File: src/rtl/palindrome_sched_pkg.sv
// ============================================================================
// Module  : palindrome_pkg
// Purpose : Shared types and helpers for the palindrome scheduler slice.
//           Holds the scheduler state encoding, the default detector
//           latency and the requester-ID width helper.
// Revision: 1.0 - initial release
// ============================================================================
`default_nettype none

package palindrome_pkg;

    // Scheduler state encoding.
    typedef enum logic [1:0] {
        ST_IDLE = 2'd0,
        ST_WAIT = 2'd1,
        ST_RESP = 2'd2
    } state_t;

    // Latency of the stock detector, in clock edges from data_in sample
    // to a valid is_palindrome.
    localparam int c_DET_LAT_DEFAULT = 1;

    // Width of a requester index; at least one bit even for tiny counts.
    function automatic int id_width(input int n);
        return (n <= 2) ? 1 : $clog2(n);
    endfunction

endpackage

`default_nettype wire

File: src/rtl/palindrome_sched_if.sv
// ============================================================================
// Module  : palindrome_sched_if
// Purpose : Request and response handshake bundle of the palindrome
//           scheduler.
// Signals : req_valid/req_ready/req_data  - per-requester request channel
//           rsp_valid/rsp_ready           - response handshake
//           rsp_id/rsp_is_pal             - response payload
// Modports: master - requesters and response consumer
//           slave  - the scheduler
// Revision: 1.0 - initial release
// ============================================================================
`default_nettype none

interface palindrome_sched_if
    import palindrome_pkg::*;
#(
    parameter int NUM_REQ = 4,
    parameter int DATA_W  = 8,
    parameter int ID_W    = id_width(NUM_REQ)
);

    logic [NUM_REQ-1:0]        req_valid;
    logic [NUM_REQ-1:0]        req_ready;
    logic [NUM_REQ*DATA_W-1:0] req_data;
    logic                      rsp_valid;
    logic                      rsp_ready;
    logic [ID_W-1:0]           rsp_id;
    logic                      rsp_is_pal;

    modport master (
        output req_valid, req_data, rsp_ready,
        input  req_ready, rsp_valid, rsp_id, rsp_is_pal
    );

    modport slave (
        input  req_valid, req_data, rsp_ready,
        output req_ready, rsp_valid, rsp_id, rsp_is_pal
    );

endinterface

`default_nettype wire

File: src/rtl/palindrome_sched_rr_arbiter.sv
// ============================================================================
// Module  : rr_arbiter
// Purpose : Combinational round-robin priority rotation. Picks the first
//           asserted request at or above ptr_i, wrapping around.
// Ports   : req_i   (in)  request vector
//           ptr_i   (in)  index with highest priority
//           grant_o (out) one-hot grant, zero when nothing requests
//           idx_o   (out) encoded index of the grant
//           any_o   (out) at least one request present
// Revision: 1.0 - initial release
// ============================================================================
`default_nettype none

module rr_arbiter
    import palindrome_pkg::*;
#(
    parameter int NUM_REQ = 4,
    parameter int ID_W    = id_width(NUM_REQ)
) (
    input  logic [NUM_REQ-1:0] req_i,
    input  logic [ID_W-1:0]    ptr_i,
    output logic [NUM_REQ-1:0] grant_o,
    output logic [ID_W-1:0]    idx_o,
    output logic               any_o
);

    logic [ID_W-1:0] w_j;
    logic            w_found;

    always_comb begin
        grant_o = '0;
        idx_o   = '0;
        w_found = 1'b0;
        w_j     = '0;
        for (int k = 0; k < NUM_REQ; k++) begin
            w_j = ID_W'((int'(ptr_i) + k) % NUM_REQ);
            if (!w_found && req_i[w_j]) begin
                w_found     = 1'b1;
                grant_o[w_j] = 1'b1;
                idx_o       = w_j;
            end
        end
        any_o = w_found;
    end

endmodule

`default_nettype wire

File: src/rtl/palindrome_sched.sv
// ============================================================================
// Module  : palindrome_sched
// Purpose : Shares one external registered palindrome detector among
//           NUM_REQ requesters. One word is in flight at a time: grant,
//           wait out the detector latency, return the tagged result, and
//           keep saturating hit/total statistics.
// Ports   : clk, rst_n      - clock, asynchronous active-low reset
//           bus (slave)     - request and response handshakes
//           det_data_o      - registered word to the detector data_in
//           det_result_i    - detector is_palindrome
//           pal_count_o     - palindrome responses delivered
//           total_count_o   - all responses delivered
// Revision: 1.0 - initial release
// ============================================================================
`default_nettype none

module palindrome_sched
    import palindrome_pkg::*;
#(
    parameter int NUM_REQ = 4,
    parameter int DATA_W  = 8,
    parameter int DET_LAT = c_DET_LAT_DEFAULT,
    parameter int CNT_W   = 16
) (
    input  logic              clk,
    input  logic              rst_n,
    palindrome_sched_if.slave bus,
    output logic [DATA_W-1:0] det_data_o,
    input  logic              det_result_i,
    output logic [CNT_W-1:0]  pal_count_o,
    output logic [CNT_W-1:0]  total_count_o
);

    localparam int ID_W = id_width(NUM_REQ);
    // Wait counter must hold DET_LAT plus one spare bit.
    localparam int WC_W = $clog2(DET_LAT + 1) + 1;
    localparam logic [CNT_W-1:0] c_CNT_MAX = {CNT_W{1'b1}};

    state_t            state_q, state_d;
    logic [ID_W-1:0]   rr_ptr_q, rr_ptr_d;
    logic [DATA_W-1:0] det_data_q, det_data_d;
    logic              rsp_valid_q, rsp_valid_d;
    logic [ID_W-1:0]   rsp_id_q, rsp_id_d;
    logic              rsp_is_pal_q, rsp_is_pal_d;
    logic [WC_W-1:0]   wait_cnt_q, wait_cnt_d;
    logic [CNT_W-1:0]  pal_cnt_q, pal_cnt_d;
    logic [CNT_W-1:0]  tot_cnt_q, tot_cnt_d;

    logic [NUM_REQ-1:0] w_grant;
    logic [ID_W-1:0]    w_idx;
    logic               w_any;
    logic [DATA_W-1:0]  w_word;

    rr_arbiter #(
        .NUM_REQ (NUM_REQ),
        .ID_W    (ID_W)
    ) u_arb (
        .req_i   (bus.req_valid),
        .ptr_i   (rr_ptr_q),
        .grant_o (w_grant),
        .idx_o   (w_idx),
        .any_o   (w_any)
    );

    assign w_word = bus.req_data[w_idx*DATA_W +: DATA_W];

    // Grant is offered only while idle, so a grant is always a handshake.
    assign bus.req_ready  = (state_q == ST_IDLE) ? w_grant : '0;
    assign bus.rsp_valid  = rsp_valid_q;
    assign bus.rsp_id     = rsp_id_q;
    assign bus.rsp_is_pal = rsp_is_pal_q;
    assign det_data_o     = det_data_q;
    assign pal_count_o    = pal_cnt_q;
    assign total_count_o  = tot_cnt_q;

    always_comb begin
        state_d      = state_q;
        rr_ptr_d     = rr_ptr_q;
        det_data_d   = det_data_q;
        rsp_valid_d  = rsp_valid_q;
        rsp_id_d     = rsp_id_q;
        rsp_is_pal_d = rsp_is_pal_q;
        wait_cnt_d   = wait_cnt_q;
        pal_cnt_d    = pal_cnt_q;
        tot_cnt_d    = tot_cnt_q;

        case (state_q)
            ST_IDLE: begin
                if (w_any) begin
                    det_data_d = w_word;
                    rsp_id_d   = w_idx;
                    wait_cnt_d = '0;
                    state_d    = ST_WAIT;
                end
            end
            ST_WAIT: begin
                // The detector saw det_data one edge after the grant, so
                // its result is ready once DET_LAT further edges passed.
                if (wait_cnt_q == WC_W'(DET_LAT)) begin
                    rsp_is_pal_d = det_result_i;
                    rsp_valid_d  = 1'b1;
                    state_d      = ST_RESP;
                end else begin
                    wait_cnt_d = wait_cnt_q + 1'b1;
                end
            end
            ST_RESP: begin
                if (bus.rsp_ready) begin
                    rsp_valid_d = 1'b0;
                    if (tot_cnt_q != c_CNT_MAX) begin
                        tot_cnt_d = tot_cnt_q + 1'b1;
                    end
                    if (rsp_is_pal_q && (pal_cnt_q != c_CNT_MAX)) begin
                        pal_cnt_d = pal_cnt_q + 1'b1;
                    end
                    // Priority moves past the requester just served.
                    rr_ptr_d = (rsp_id_q == ID_W'(NUM_REQ - 1)) ? '0 : rsp_id_q + 1'b1;
                    state_d  = ST_IDLE;
                end
            end
            default: begin
                state_d = ST_IDLE;
            end
        endcase
    end

    always_ff @(posedge clk or negedge rst_n) begin
        if (!rst_n) begin
            state_q      <= ST_IDLE;
            rr_ptr_q     <= '0;
            det_data_q   <= '0;
            rsp_valid_q  <= 1'b0;
            rsp_id_q     <= '0;
            rsp_is_pal_q <= 1'b0;
            wait_cnt_q   <= '0;
            pal_cnt_q    <= '0;
            tot_cnt_q    <= '0;
        end else begin
            state_q      <= state_d;
            rr_ptr_q     <= rr_ptr_d;
            det_data_q   <= det_data_d;
            rsp_valid_q  <= rsp_valid_d;
            rsp_id_q     <= rsp_id_d;
            rsp_is_pal_q <= rsp_is_pal_d;
            wait_cnt_q   <= wait_cnt_d;
            pal_cnt_q    <= pal_cnt_d;
            tot_cnt_q    <= tot_cnt_d;
        end
    end

endmodule

`default_nettype wire

File: src/flat_wrapper.sv
// flat-port wrapper written by rule: the top's interface ports become plain ports
module palindrome_sched_flat import palindrome_pkg::*;
#(
    parameter int NUM_REQ = 4,
    parameter int DATA_W  = 8,
    parameter int DET_LAT = c_DET_LAT_DEFAULT,
    parameter int CNT_W   = 16
)
  (clk, rst_n, det_data_o, det_result_i, pal_count_o, total_count_o, bus_req_valid, bus_req_data, bus_rsp_ready, bus_req_ready, bus_rsp_valid, bus_rsp_id, bus_rsp_is_pal);
  palindrome_sched_if #(.NUM_REQ(NUM_REQ), .DATA_W(DATA_W), .ID_W(id_width((4)))) bus_i ();
  input  logic clk;
  input  logic rst_n;
  output logic [DATA_W-1:0] det_data_o;
  input  logic det_result_i;
  output logic [CNT_W-1:0] pal_count_o;
  output logic [CNT_W-1:0] total_count_o;
  input wire logic [$bits(bus_i.req_valid)-1:0] bus_req_valid;
  input wire logic [$bits(bus_i.req_data)-1:0] bus_req_data;
  input wire logic [$bits(bus_i.rsp_ready)-1:0] bus_rsp_ready;
  output wire logic [$bits(bus_i.req_ready)-1:0] bus_req_ready;
  output wire logic [$bits(bus_i.rsp_valid)-1:0] bus_rsp_valid;
  output wire logic [$bits(bus_i.rsp_id)-1:0] bus_rsp_id;
  output wire logic [$bits(bus_i.rsp_is_pal)-1:0] bus_rsp_is_pal;
  assign bus_i.req_valid = bus_req_valid;
  assign bus_i.req_data = bus_req_data;
  assign bus_i.rsp_ready = bus_rsp_ready;
  assign bus_req_ready = bus_i.req_ready;
  assign bus_rsp_valid = bus_i.rsp_valid;
  assign bus_rsp_id = bus_i.rsp_id;
  assign bus_rsp_is_pal = bus_i.rsp_is_pal;
  palindrome_sched #(.NUM_REQ(NUM_REQ), .DATA_W(DATA_W), .DET_LAT(DET_LAT), .CNT_W(CNT_W)) u_core (.clk(clk), .rst_n(rst_n), .bus(bus_i), .det_data_o(det_data_o), .det_result_i(det_result_i), .pal_count_o(pal_count_o), .total_count_o(total_count_o));
endmodule
File: config.mk
export PLATFORM = sky130hd
export DESIGN_NAME = palindrome_sched_flat
export DESIGN_NICKNAME = d
export VERILOG_FILES = /design/src/rtl/palindrome_sched_pkg.sv /design/src/rtl/palindrome_sched_if.sv /design/src/rtl/palindrome_sched_rr_arbiter.sv /design/src/rtl/palindrome_sched.sv /design/src/flat_wrapper.sv
export SDC_FILE = /design/constraint.sdc
export NUM_CORES = 1
export LEC_CHECK = 0
export CAP_MARGIN = 0
export CELL_PAD_IN_SITES_DETAIL_PLACEMENT = 0
export CELL_PAD_IN_SITES_GLOBAL_PLACEMENT = 1
export CORE_MARGIN = 1.5
export CORE_UTILIZATION = 36
export DETAILED_ROUTE_END_ITERATION = 12
export GPL_ROUTABILITY_DRIVEN = 0
export PLACE_DENSITY = 0.77
export RECOVER_POWER = 100
export SLEW_MARGIN = 20
export SYNTH_ARGS = -nofsm -noshare
export SYNTH_HDL_FRONTEND = slang
export SYNTH_SLANG_ARGS = --single-unit
File: constraint.sdc
create_clock -name clk -period 4.51 [get_ports clk]
set_clock_uncertainty 0.1 [all_clocks]
set_input_delay 0.902 -clock clk [delete_from_list [all_inputs] [get_ports clk]]
set_output_delay 0.902 -clock clk [all_outputs]
set_load 0.02 [all_outputs]
==> results of run 1 <==
## power by group
group	leakage (nW)	switching, mW	internal [mW]	total [mW]
registers	0.648	0.101	0.552	0.654
clock network	0.0383	0.135	0.107	0.242
logic	1.18	0.673	0.526	1.20
## through the flow
stage	hold slack [ps]	power (mW)	instance area, um2	cells
2_1_floorplan	343	1.54	3000	300
4_1_cts	386	2.19	4080	495
3_5_place_dp	366	1.94	4000	488
3_3_place_gp	360	1.93	4000	488
5_1_grt	414	2.26	4030	495
6_report	379	2.09	4030	495
## metal layers
layer	wire (um)	part of all wire, %
met5	0	0
met4	51	0.71
met3	444	6.1
met2	3470	48
met1	3260	45
## state kept, by name (all words and copies together), names as in the netlist
register / flops
u_core.bus.rsp_id: 2
u_core.bus.rsp_is_pal: 1
u_core.bus.rsp_valid: 1
u_core.det_data_o: 8
u_core.pal_count_o: 16
u_core.rr_ptr_q: 2
u_core.state_q: 2
u_core.total_count_o: 16
u_core.wait_cnt_q: 2
## how the worst max path moves through the flow
stage                                               from  cells after the start  slack (ps)          endpoint
after global placement                  bus_req_valid[2]                      7         190  bus_req_ready[1]
after floorplan           u_core.rr_ptr_q[0]$_DFFE_PN0P_                     11         680  bus_req_ready[0]
after global routing      u_core.rr_ptr_q[1]$_DFFE_PN0P_                      9          40  bus_req_ready[0]
after CTS                               bus_req_valid[2]                      7         120  bus_req_ready[1]
final                                   bus_req_valid[2]                      8         190  bus_req_ready[0]
after detailed placement                bus_req_valid[2]                      7         130  bus_req_ready[1]
## logic make-up (layout without fill, tap and decap cells)
logic type / Yosys count / in the layout / synth area share, %
buf+inv: 25 / 115 / 4.00
flops: 50 / 50 / 41.7
simple gates: 110 / 110 / 19.0
compound gates: 51 / 51 / 13.3
fa+ha+maj: 11 / 11 / 4.59
xor+xnor: 30 / 30 / 8.75
mux: 23 / 23 / 8.67
## cell usage after synthesis, drive strengths merged, types with 2 or more instances
| master | n |
|---|---|
| and3b | 2 |
| ha | 11 |
| buf | 4 |
| xor2 | 10 |
| nand2 | 35 |
| mux2i | 17 |
| or3 | 4 |
| a221oi | 5 |
| and4 | 3 |
| inv | 12 |
| o21ai | 11 |
| nor2 | 20 |
| and2 | 4 |
| mux2 | 4 |
| xnor2 | 20 |
| and3 | 5 |
| nand3 | 12 |
| a22oi | 4 |
| nor3 | 9 |
| dfrtp | 50 |
| mux4 | 2 |
| o41ai | 4 |
| nand4 | 8 |
| nor3b | 2 |
| o221ai | 9 |
| nor2b | 3 |
| o211ai | 3 |
| clkbuf | 9 |
| a21oi | 5 |
## worst max-delay path, cell delays in order
cell and delay (ps):
clkdlybuf4s50_1 540, mux4_2 530, and2b_1 310, a22oi_1 90, nor2_1 100, a221oi_1 50
nor3_1 160, clkdlybuf4s50_1 630
## final cells by class
class                      instances  share of cell area (%)
clock buffer                       7                    1.89
inverter                          12                    1.12
multi-input combinational        225                    39.9
sequential                        50                    31.0
tap                              105                    3.26
timing repair buffer              96                    22.8
==> metrics.cfg, run 1 <==
[run_status]
outcome = finished, violations left
violations = max-capacitance violations, max-slew violations

[floorplan]
initial_core_util_pct = 36.9
die_h_um = 94.3
coreArea_um2 = 8130
core.rowCount = 33
io_pins = 88
die-area_um2 = 8890
die_w_um = 94.3

[grt]
grt_use_met2_pct = 26.6
grt_overflow = 0
grt_pass1_wl_mm = 11.7
grt_max_degree = 51
met1_usage_pct = 22.6
busiest_layer = met2
groute.usage.overall_pct = 16.7
use_met3_pct = 3.88
antenna_found_initial = 0
grt_pass1_vias = 2439

[power]
cellPowerDensity_nw_per_um2 = 520
power_leakage_nw = 1.87
vdd_drop_max_mv = 0.246

[cells_and_area]
area_growth_pct = 34.3
nets = 441
multi_input_area_um2 = 1610
diodes = 0
regArea_um2 = 1250
drive_above_1_share_pct = 5.38
fillers = 778
mostFrequentLayoutCells = dfrtp_1 (50), dlygate4sd3_1 (46), clkdlybuf4s50_1 (40), nand2_1 (35)
utilization_pct = 49.6
final_common_cell = dfrtp_1

[placed_design]
dpl.hpwl_mm = 5.30
portBuffers = 87
place_ws_ps = 134

[clock_tree]
cts.sinks = 50
insertion_delay_ps = 290
root_buffer = clkbuf_8
cts_buffers = 5
clockBufferDepth = 2
ctsHoldBuffers = 0
cts_setup_buffers = 0
post_cts_resized = 0
cts_tree = done
cts.reportedPaths.clkPinSlew_ps = 80
ctsHtreeMaxLevel = 2

[synth]
postSynthCellCount = 300
yosys.cell_types.count = 49
synth.top_cells.by_area = dfrtp_1 (42%), xnor2_1 (5.8%), mux2i_1 (5.7%), ha_1 (4.6%), nand2_1 (4.4%)
syn_area_um2 = 3000
ys_seq_area_share_pct = 41.7
async_flop_share_pct = 100
synth_edf_count = 0
yosysTopAreaCell = dfrtp_1
synth-seq-cells = 50
syn-num-nets = 351
avgSynthCellArea_um2 = 10.0
ys.flop_type = dfrtp_1
synth_top_area_share_pct = 41.7
yosysWarnings = 0

[timing]
finalSetupTns_ps = 0
slew_headroom_pct = -79.4
hold_viol_final = 0
slew_violations = 51
post-route-min-period_ps = 4320
setup_viol_count_final = 0
tightest_slew_ps = 2690
min_period_over_period_pct = 95.8
worst_slack_ps = 190
max_freq_mhz = 231
grt_setup_unrepaired = false

[worst_setup_path]
end_kind = output port
r2r-start = u_core.rr_ptr_q[1]$_DFFE_PN0P_
timing.rr.end = u_core.det_data_o[1]$_DFFE_PN0P_
reg2reg_slack_ps = 490
start_kind = primary input
r2r_cells = 9
criticalPathCategory = in -> out
required_ps = 3510
arrival_ps = 3320
worst-path-max-fanout = 8

[hold_path]
hold_start = u_core.wait_cnt_q[1]$_DFFE_PN0P_
whs_path_depth = 2
hold_class = reg -> reg
min_to = u_core.wait_cnt_q[1]$_DFFE_PN0P_

[routing]
wl_per_cell_um = 14.6
drt_wl_total_mm = 7.22
dr.first_iter.drc_count = 70
num_vias = 2529
drcViolationCount = 0
dr.pass1.iters = 4
antenna_left = 0
vias_per_cell = 5.11

[flow_run]
cap_violations = 1

(Power assumes the default switching activity.)
==> inputs of run 2 (changes only) <==
--- a/config.mk
+++ b/config.mk
@@ -12,7 +12,7 @@
 export CORE_UTILIZATION = 36
 export DETAILED_ROUTE_END_ITERATION = 12
 export GPL_ROUTABILITY_DRIVEN = 0
-export PLACE_DENSITY = 0.77
+export PLACE_DENSITY = 0.9
 export RECOVER_POWER = 100
 export SLEW_MARGIN = 20
 export SYNTH_ARGS = -nofsm -noshare
==> run 2 against run 1 <==
Compared with the run above: the flow still finishes with violations (max-capacitance violations, max-slew violations); register-to-register slack improved by 200 ps; count of clock-buffer cells in the layout decreased by 1; critical path depth unchanged; via count increased by 2.5%; power increased by 4.1%; wire length increased by 0.55%; core utilization increased by 0.54 points; design area increased by 1.1%; sequential share of layout area decreased by 0.33 points; final cell count decreased by 0.40%.
==> metrics.cfg, run 2 (synthesis results as in run 1) <==
[run_status]
outcome = finished, violations left
violations = max-capacitance violations, max-slew violations

[floorplan]
die_w_um = 94.3  ; unchanged
die_h_um = 94.3  ; unchanged
core.rowCount = 33  ; unchanged
io_pins = 88  ; unchanged
initial_core_util_pct = 36.9  ; unchanged
die-area_um2 = 8890  ; unchanged
coreArea_um2 = 8130  ; unchanged

[cells_and_area]
drive_above_1_share_pct = 6.44  ; +1.1 points
nets = 439  ; -0.45%
diodes = 0  ; unchanged
mostFrequentLayoutCells = dfrtp_1 (50), dlygate4sd3_1 (47), clkdlybuf4s50_1 (37), nand2_1 (35)
area_growth_pct = 35.8
final_common_cell = dfrtp_1
fillers = 759  ; -2.4%
utilization_pct = 50.1  ; +0.54 points

[grt]
groute.usage.overall_pct = 16.6  ; -0.083 points
grt_pass1_vias = 2533  ; +3.9%
grt_pass1_wl_mm = 11.8  ; +1.3%
antenna_found_initial = 0  ; unchanged
grt_overflow = 0  ; unchanged
grt_max_degree = 51  ; unchanged

[routing]
dr.first_iter.drc_count = 75  ; +7.1%
vias_per_cell = 5.26  ; +2.9%
num_vias = 2593  ; +2.5%
antenna_left = 0  ; unchanged
dr.pass1.iters = 4  ; unchanged
drt_wl_total_mm = 7.26  ; +0.55%
wl_per_cell_um = 14.7  ; +0.96%
drcViolationCount = 0  ; unchanged

[hold_path]
hold_class = reg -> reg

[timing]
post-route-min-period_ps = 4360  ; +36.7 ps
hold_viol_final = 0  ; unchanged
setup_viol_count_final = 0  ; unchanged
finalSetupTns_ps = 0  ; unchanged
tightest_slew_ps = 2680  ; -9.61 ps
min_period_over_period_pct = 96.6  ; +0.81 points
grt_setup_unrepaired = false
max_freq_mhz = 230  ; -0.84%
slew_headroom_pct = -78.7  ; +0.64 points
slew_violations = 51  ; unchanged

[power]
p_seq_share_pct = 29.9  ; -1.3 points
vdd_drop_max_mv = 0.275  ; +12%
power.share.clock_pct = 14.8  ; +3.2 points
p_int_mw = 1.27  ; +6.8%
combPwrFrac_pct = 55.3  ; -1.9 points
swShare_pct = 42.0  ; -1.5 points
power_leakage_nw = 1.91  ; +2.3%
switchingPower_uw = 915  ; +0.62%
cellPowerDensity_nw_per_um2 = 535  ; +3.0%

[worst_setup_path]
reg2reg_slack_ps = 690  ; +200 ps
criticalPathCategory = in -> out
path_buf_inv = 3  ; +1
cpLargestDelayFamily = buffers and inverters
worst-path-max-fanout = 7  ; -1
start_kind = primary input
end_kind = output port
arrival_ps = 3350  ; +30 ps
worstPathCellList = clkdlybuf4s50_1 -> buf_4 -> and3b_1 -> o211ai_1 -> o41ai_4 -> a221oi_1 -> nor3_1 -> dlygate4sd3_1
slowest_delay_ps = 660  ; +30 ps
required_ps = 3510  ; about the same
slowest_stage = dlygate4sd3_1

[clock_tree]
cts_tree = done
cts_setup_buffers = 0  ; unchanged
clockBufferDepth = 2  ; unchanged
insertion_delay_ps = 300  ; about the same
ctsHoldBuffers = 0  ; unchanged
cts_buffers = 5  ; unchanged
cts.reportedPaths.clkPinSlew_ps = 90  ; about the same
cts.sinks = 50  ; unchanged
root_buffer = clkbuf_8
post_cts_resized = 0  ; unchanged
ctsHtreeMaxLevel = 2  ; unchanged

[placed_design]
portBuffers = 87  ; unchanged
dpl.hpwl_mm = 5.34  ; +0.76%

[flow_run]
cap_violations = 1  ; unchanged

## run 2: worst paths after layout
path / startpoint / depth (start not counted) / end
setup / recovery: bus_req_valid[1] / 8 / bus_req_ready[0]
hold / removal: u_core.det_data_o[4]$_DFFE_PN0P_ / 2 / u_core.det_data_o[4]$_DFFE_PN0P_
setup reg to reg: u_core.rr_ptr_q[1]$_DFFE_PN0P_ / 9 / u_core.det_data_o[1]$_DFFE_PN0P_
hold reg to reg: u_core.det_data_o[4]$_DFFE_PN0P_ / 2 / u_core.det_data_o[4]$_DFFE_PN0P_
max in group asynchronous: rst_n / 2 / u_core.state_q[0]$_DFFE_PN0P_
min in group asynchronous: rst_n / 2 / u_core.pal_count_o[11]$_DFFE_PN0P_
## run 2: layout make-up
type | instances | area [um2] | area share, %
Clock inverter | 1 | 30.0 | 0.737
Clock buffer | 6 | 82.6 | 2.03
Tap cell | 105 | 131 | 3.22
Inverter | 12 | 45.0 | 1.11
Multi-Input combinational cell | 225 | 1620 | 39.7
Timing Repair Buffer | 94 | 916 | 22.5
Sequential cell | 50 | 1250 | 30.7
## run 2: stage by stage
step           hold WS, ps  worst slack [ps]  instances  total power, mW  cell area, um2
3_5_place_dp           372              69.6        486             1.93            3980
3_3_place_gp           358               200        486             1.90            3980
2_1_floorplan          343               680        300             1.54            3000
6_report               385               153        493             2.18            4080
5_1_grt                423              32.8        493             2.35            4080
4_1_cts                390              70.2        493             2.26            4100
## run 2: power by group through the flow
stage	Sequential (mW)	Combinational [mW]	Clock, mW
after detailed placement	0.663	1.26	0
after global routing	0.670	1.33	0.348
after floorplan	0.732	0.808	0
after CTS	0.656	1.27	0.335
final	0.652	1.21	0.322
after global placement	0.660	1.24	0
## run 2: tightest hold or removal path: cells and delay by family, from the launching register on
kind,cells,cell delay [ps]
AO/OA/AOI/OAI,1,60
flip-flops,1,350
AND/OR/NAND/NOR,1,50
## run 2: routing by layer
metal / part of all wire (%) / vias up / global-route usage (%)
met5: 0 / - / 0
met4: 1.5 / 0 / 5.10
met3: 5.2 / 11 / 2.18
met2: 50 / 85 / 28.9
met1: 44 / 1240 / 21.3
li1: - / 1257 / -
==> inputs of run 3 (changes only) <==
--- a/config.mk
+++ b/config.mk
@@ -8,6 +8,7 @@
 export CAP_MARGIN = 0
 export CELL_PAD_IN_SITES_DETAIL_PLACEMENT = 0
 export CELL_PAD_IN_SITES_GLOBAL_PLACEMENT = 1
+export CORE_ASPECT_RATIO = 1.4
 export CORE_MARGIN = 1.5
 export CORE_UTILIZATION = 36
 export DETAILED_ROUTE_END_ITERATION = 12
==> run 3 against run 2 <==
Compared with the run above: critical endpoint is now bus_req_ready[2]; final cell count stayed put; worst setup slack better by 14 ps; core utilization is 0.41 points higher; the flow now finishes without violations; critical path type unchanged; global-route usage is 0.48 points higher; first-iteration DRC count is 28% higher; sequential power hardly changed; via count is 0.31% higher; maximum frequency is 0.33% higher; critical path depth stayed put.
==> metrics.cfg, run 3 (synthesis results as in run 1) <==
[run_status]
outcome = completed

[grt]
antenna_found_initial = 0  ; unchanged
grt_pass1_wl_mm = 12.1  ; +2.3%
groute.usage.overall_pct = 17.1  ; +0.48 points
grt_pass1_vias = 2551  ; +0.71%
grt_overflow = 0  ; unchanged
grt_max_degree = 28  ; -45%

[routing]
drt_wl_total_mm = 7.28  ; +0.30%
dr.first_iter.drc_count = 96  ; +28%
wl_per_cell_um = 14.8  ; +0.30%
vias_per_cell = 5.28  ; +0.31%
drcViolationCount = 0  ; unchanged
antenna_left = 0  ; unchanged
dr.pass1.iters = 4  ; unchanged
num_vias = 2601  ; +0.31%

[clock_tree]
clockBufferDepth = 2  ; unchanged
root_buffer = clkbuf_16
cts.reportedPaths.clkPinSlew_ps = 70  ; -20 ps
insertion_delay_ps = 290  ; about the same
cts.sinks = 50  ; unchanged
cts_setup_buffers = 0  ; unchanged
post_cts_resized = 0  ; unchanged
ctsHoldBuffers = 0  ; unchanged
ctsHtreeMaxLevel = 2  ; unchanged
cts_buffers = 5  ; unchanged
cts_tree = done

[cells_and_area]
fillers = 741  ; -2.4%
diodes = 0  ; unchanged
mostFrequentLayoutCells = dfrtp_1 (50), dlygate4sd3_1 (47), clkdlybuf4s50_1 (39), nand2_1 (35)
nets = 441  ; +0.46%
final_common_cell = dfrtp_1
drive_above_1_share_pct = 6.14  ; -0.31 points
area_growth_pct = 37.1
utilization_pct = 50.5  ; +0.41 points

[worst_setup_path]
criticalPathCategory = in -> out
r2r_cells = 9  ; unchanged
slowest_delay_ps = 590  ; -70 ps
start_kind = primary input
arrival_ps = 3340  ; about the same
worstPathCellList = dlygate4sd3_1 -> mux4_2 -> and2b_1 -> a22oi_1 -> nor2_1 -> a221oi_1 -> nor3_1 -> clkdlybuf4s50_1
end_kind = output port
required_ps = 3510  ; about the same
worst-path-max-fanout = 5  ; -2
slowest_stage = dlygate4sd3_1

[floorplan]
io_pins = 88  ; unchanged
initial_core_util_pct = 36.8  ; -0.068 points
coreArea_um2 = 8150  ; +0.18%
die_w_um = 80.2  ; -15%
die-area_um2 = 8900  ; about the same
core.rowCount = 39  ; +18%
die_h_um = 111  ; +18%

[timing]
slew_violations = 0  ; -100%
whs_ps = 385  ; -0.893 ps
finalSetupTns_ps = 0  ; unchanged
setup_viol_count_final = 0  ; unchanged
min_period_over_period_pct = 96.3  ; -0.32 points
grt_setup_unrepaired = false
worst_slack_ps = 168  ; +14.5 ps
max_freq_mhz = 230  ; +0.33%
tightest_slew_ps = 1410  ; -1270 ps
hold_viol_final = 0  ; unchanged
post-route-min-period_ps = 4340  ; -14.5 ps
slew_headroom_pct = 6.14  ; +85 points

[power]
cellPowerDensity_nw_per_um2 = 554  ; +3.6%
vdd_drop_max_mv = 0.365  ; +32%
power_leakage_nw = 1.90  ; -0.48%

[placed_design]
dpl.hpwl_mm = 5.63  ; +5.5%
place_ws_ps = 223  ; +154 ps
portBuffers = 87  ; unchanged

[hold_path]
whs_path_depth = 1  ; -1
hold_class = reg -> reg

[flow_run]
cap_violations = 0  ; -1

-- run 3: changes by cell type in the layout (fill, tap and decap cells not counted), sizes merged --
cell           before  now
clkdlybuf4s50      37   39
clkbuf              8   10
clkinvlp            0    1
dlymetal6s2s        2    0
-- run 3: layout make-up --
cell class | instances | area [um2] | area share, %
Clock buffer | 6 | 129 | 3.13
Tap cell | 102 | 128 | 3.10
Timing Repair Buffer | 96 | 921 | 22.4
Sequential cell | 50 | 1250 | 30.4
Inverter | 12 | 45.0 | 1.09
Clock inverter | 2 | 37.5 | 0.912
Multi-Input combinational cell | 225 | 1610 | 39.0
-- run 3: worst paths after layout --
check,endpoint,start,slack [ps]
setup reg to reg,u_core.det_data_o[3]$_DFFE_PN0P_,u_core.rr_ptr_q[1]$_DFFE_PN0P_,430
hold / removal,u_core.pal_count_o[5]$_DFFE_PN0P_,u_core.pal_count_o[5]$_DFFE_PN0P_,380
hold reg to reg,u_core.pal_count_o[5]$_DFFE_PN0P_,u_core.pal_count_o[5]$_DFFE_PN0P_,380
max in group asynchronous,u_core.det_data_o[7]$_DFFE_PN0P_,rst_n,1660
setup / recovery,bus_req_ready[2],bus_req_valid[1],170
min in group asynchronous,u_core.pal_count_o[0]$_DFFE_PN0P_,rst_n,830
-- run 3: worst max-delay path: cells and delay by family --
kind / cells / cell delay, ps
buffers and inverters: 2 / 1140
muxes: 1 / 540
AOI/OAI and AO/OA: 2 / 390
and+or+nand+nor: 3 / 380
-- run 3: report_power, final --
group,switching [mW],leakage [nW],total (mW),internal [mW]
sequential,0.101,0.648,0.654,0.553
clock,0.159,0.0771,0.421,0.262
combinational,0.678,1.18,1.21,0.529
total,0.938,1.90,2.28,1.34
-- run 3: layer usage --
metal	GRT usage, %	vias up	wire [um]	part of all wire [%]
li1	-	1262	-	-
met1	20.0	1239	2920	40
met2	29.6	80	3770	52
met3	3.13	20	331	4.5
met4	7.82	0	264	3.6
met5	0	-	0	0
-- run 3: per-stage QoR --
step	cells	instance area (um2)	total power, mW
floorplan	300	3000	1.54
finish	493	4120	2.28
global placement	484	3990	1.91
global route	493	4120	2.44
CTS	493	4180	2.38
detailed placement	485	4020	1.94
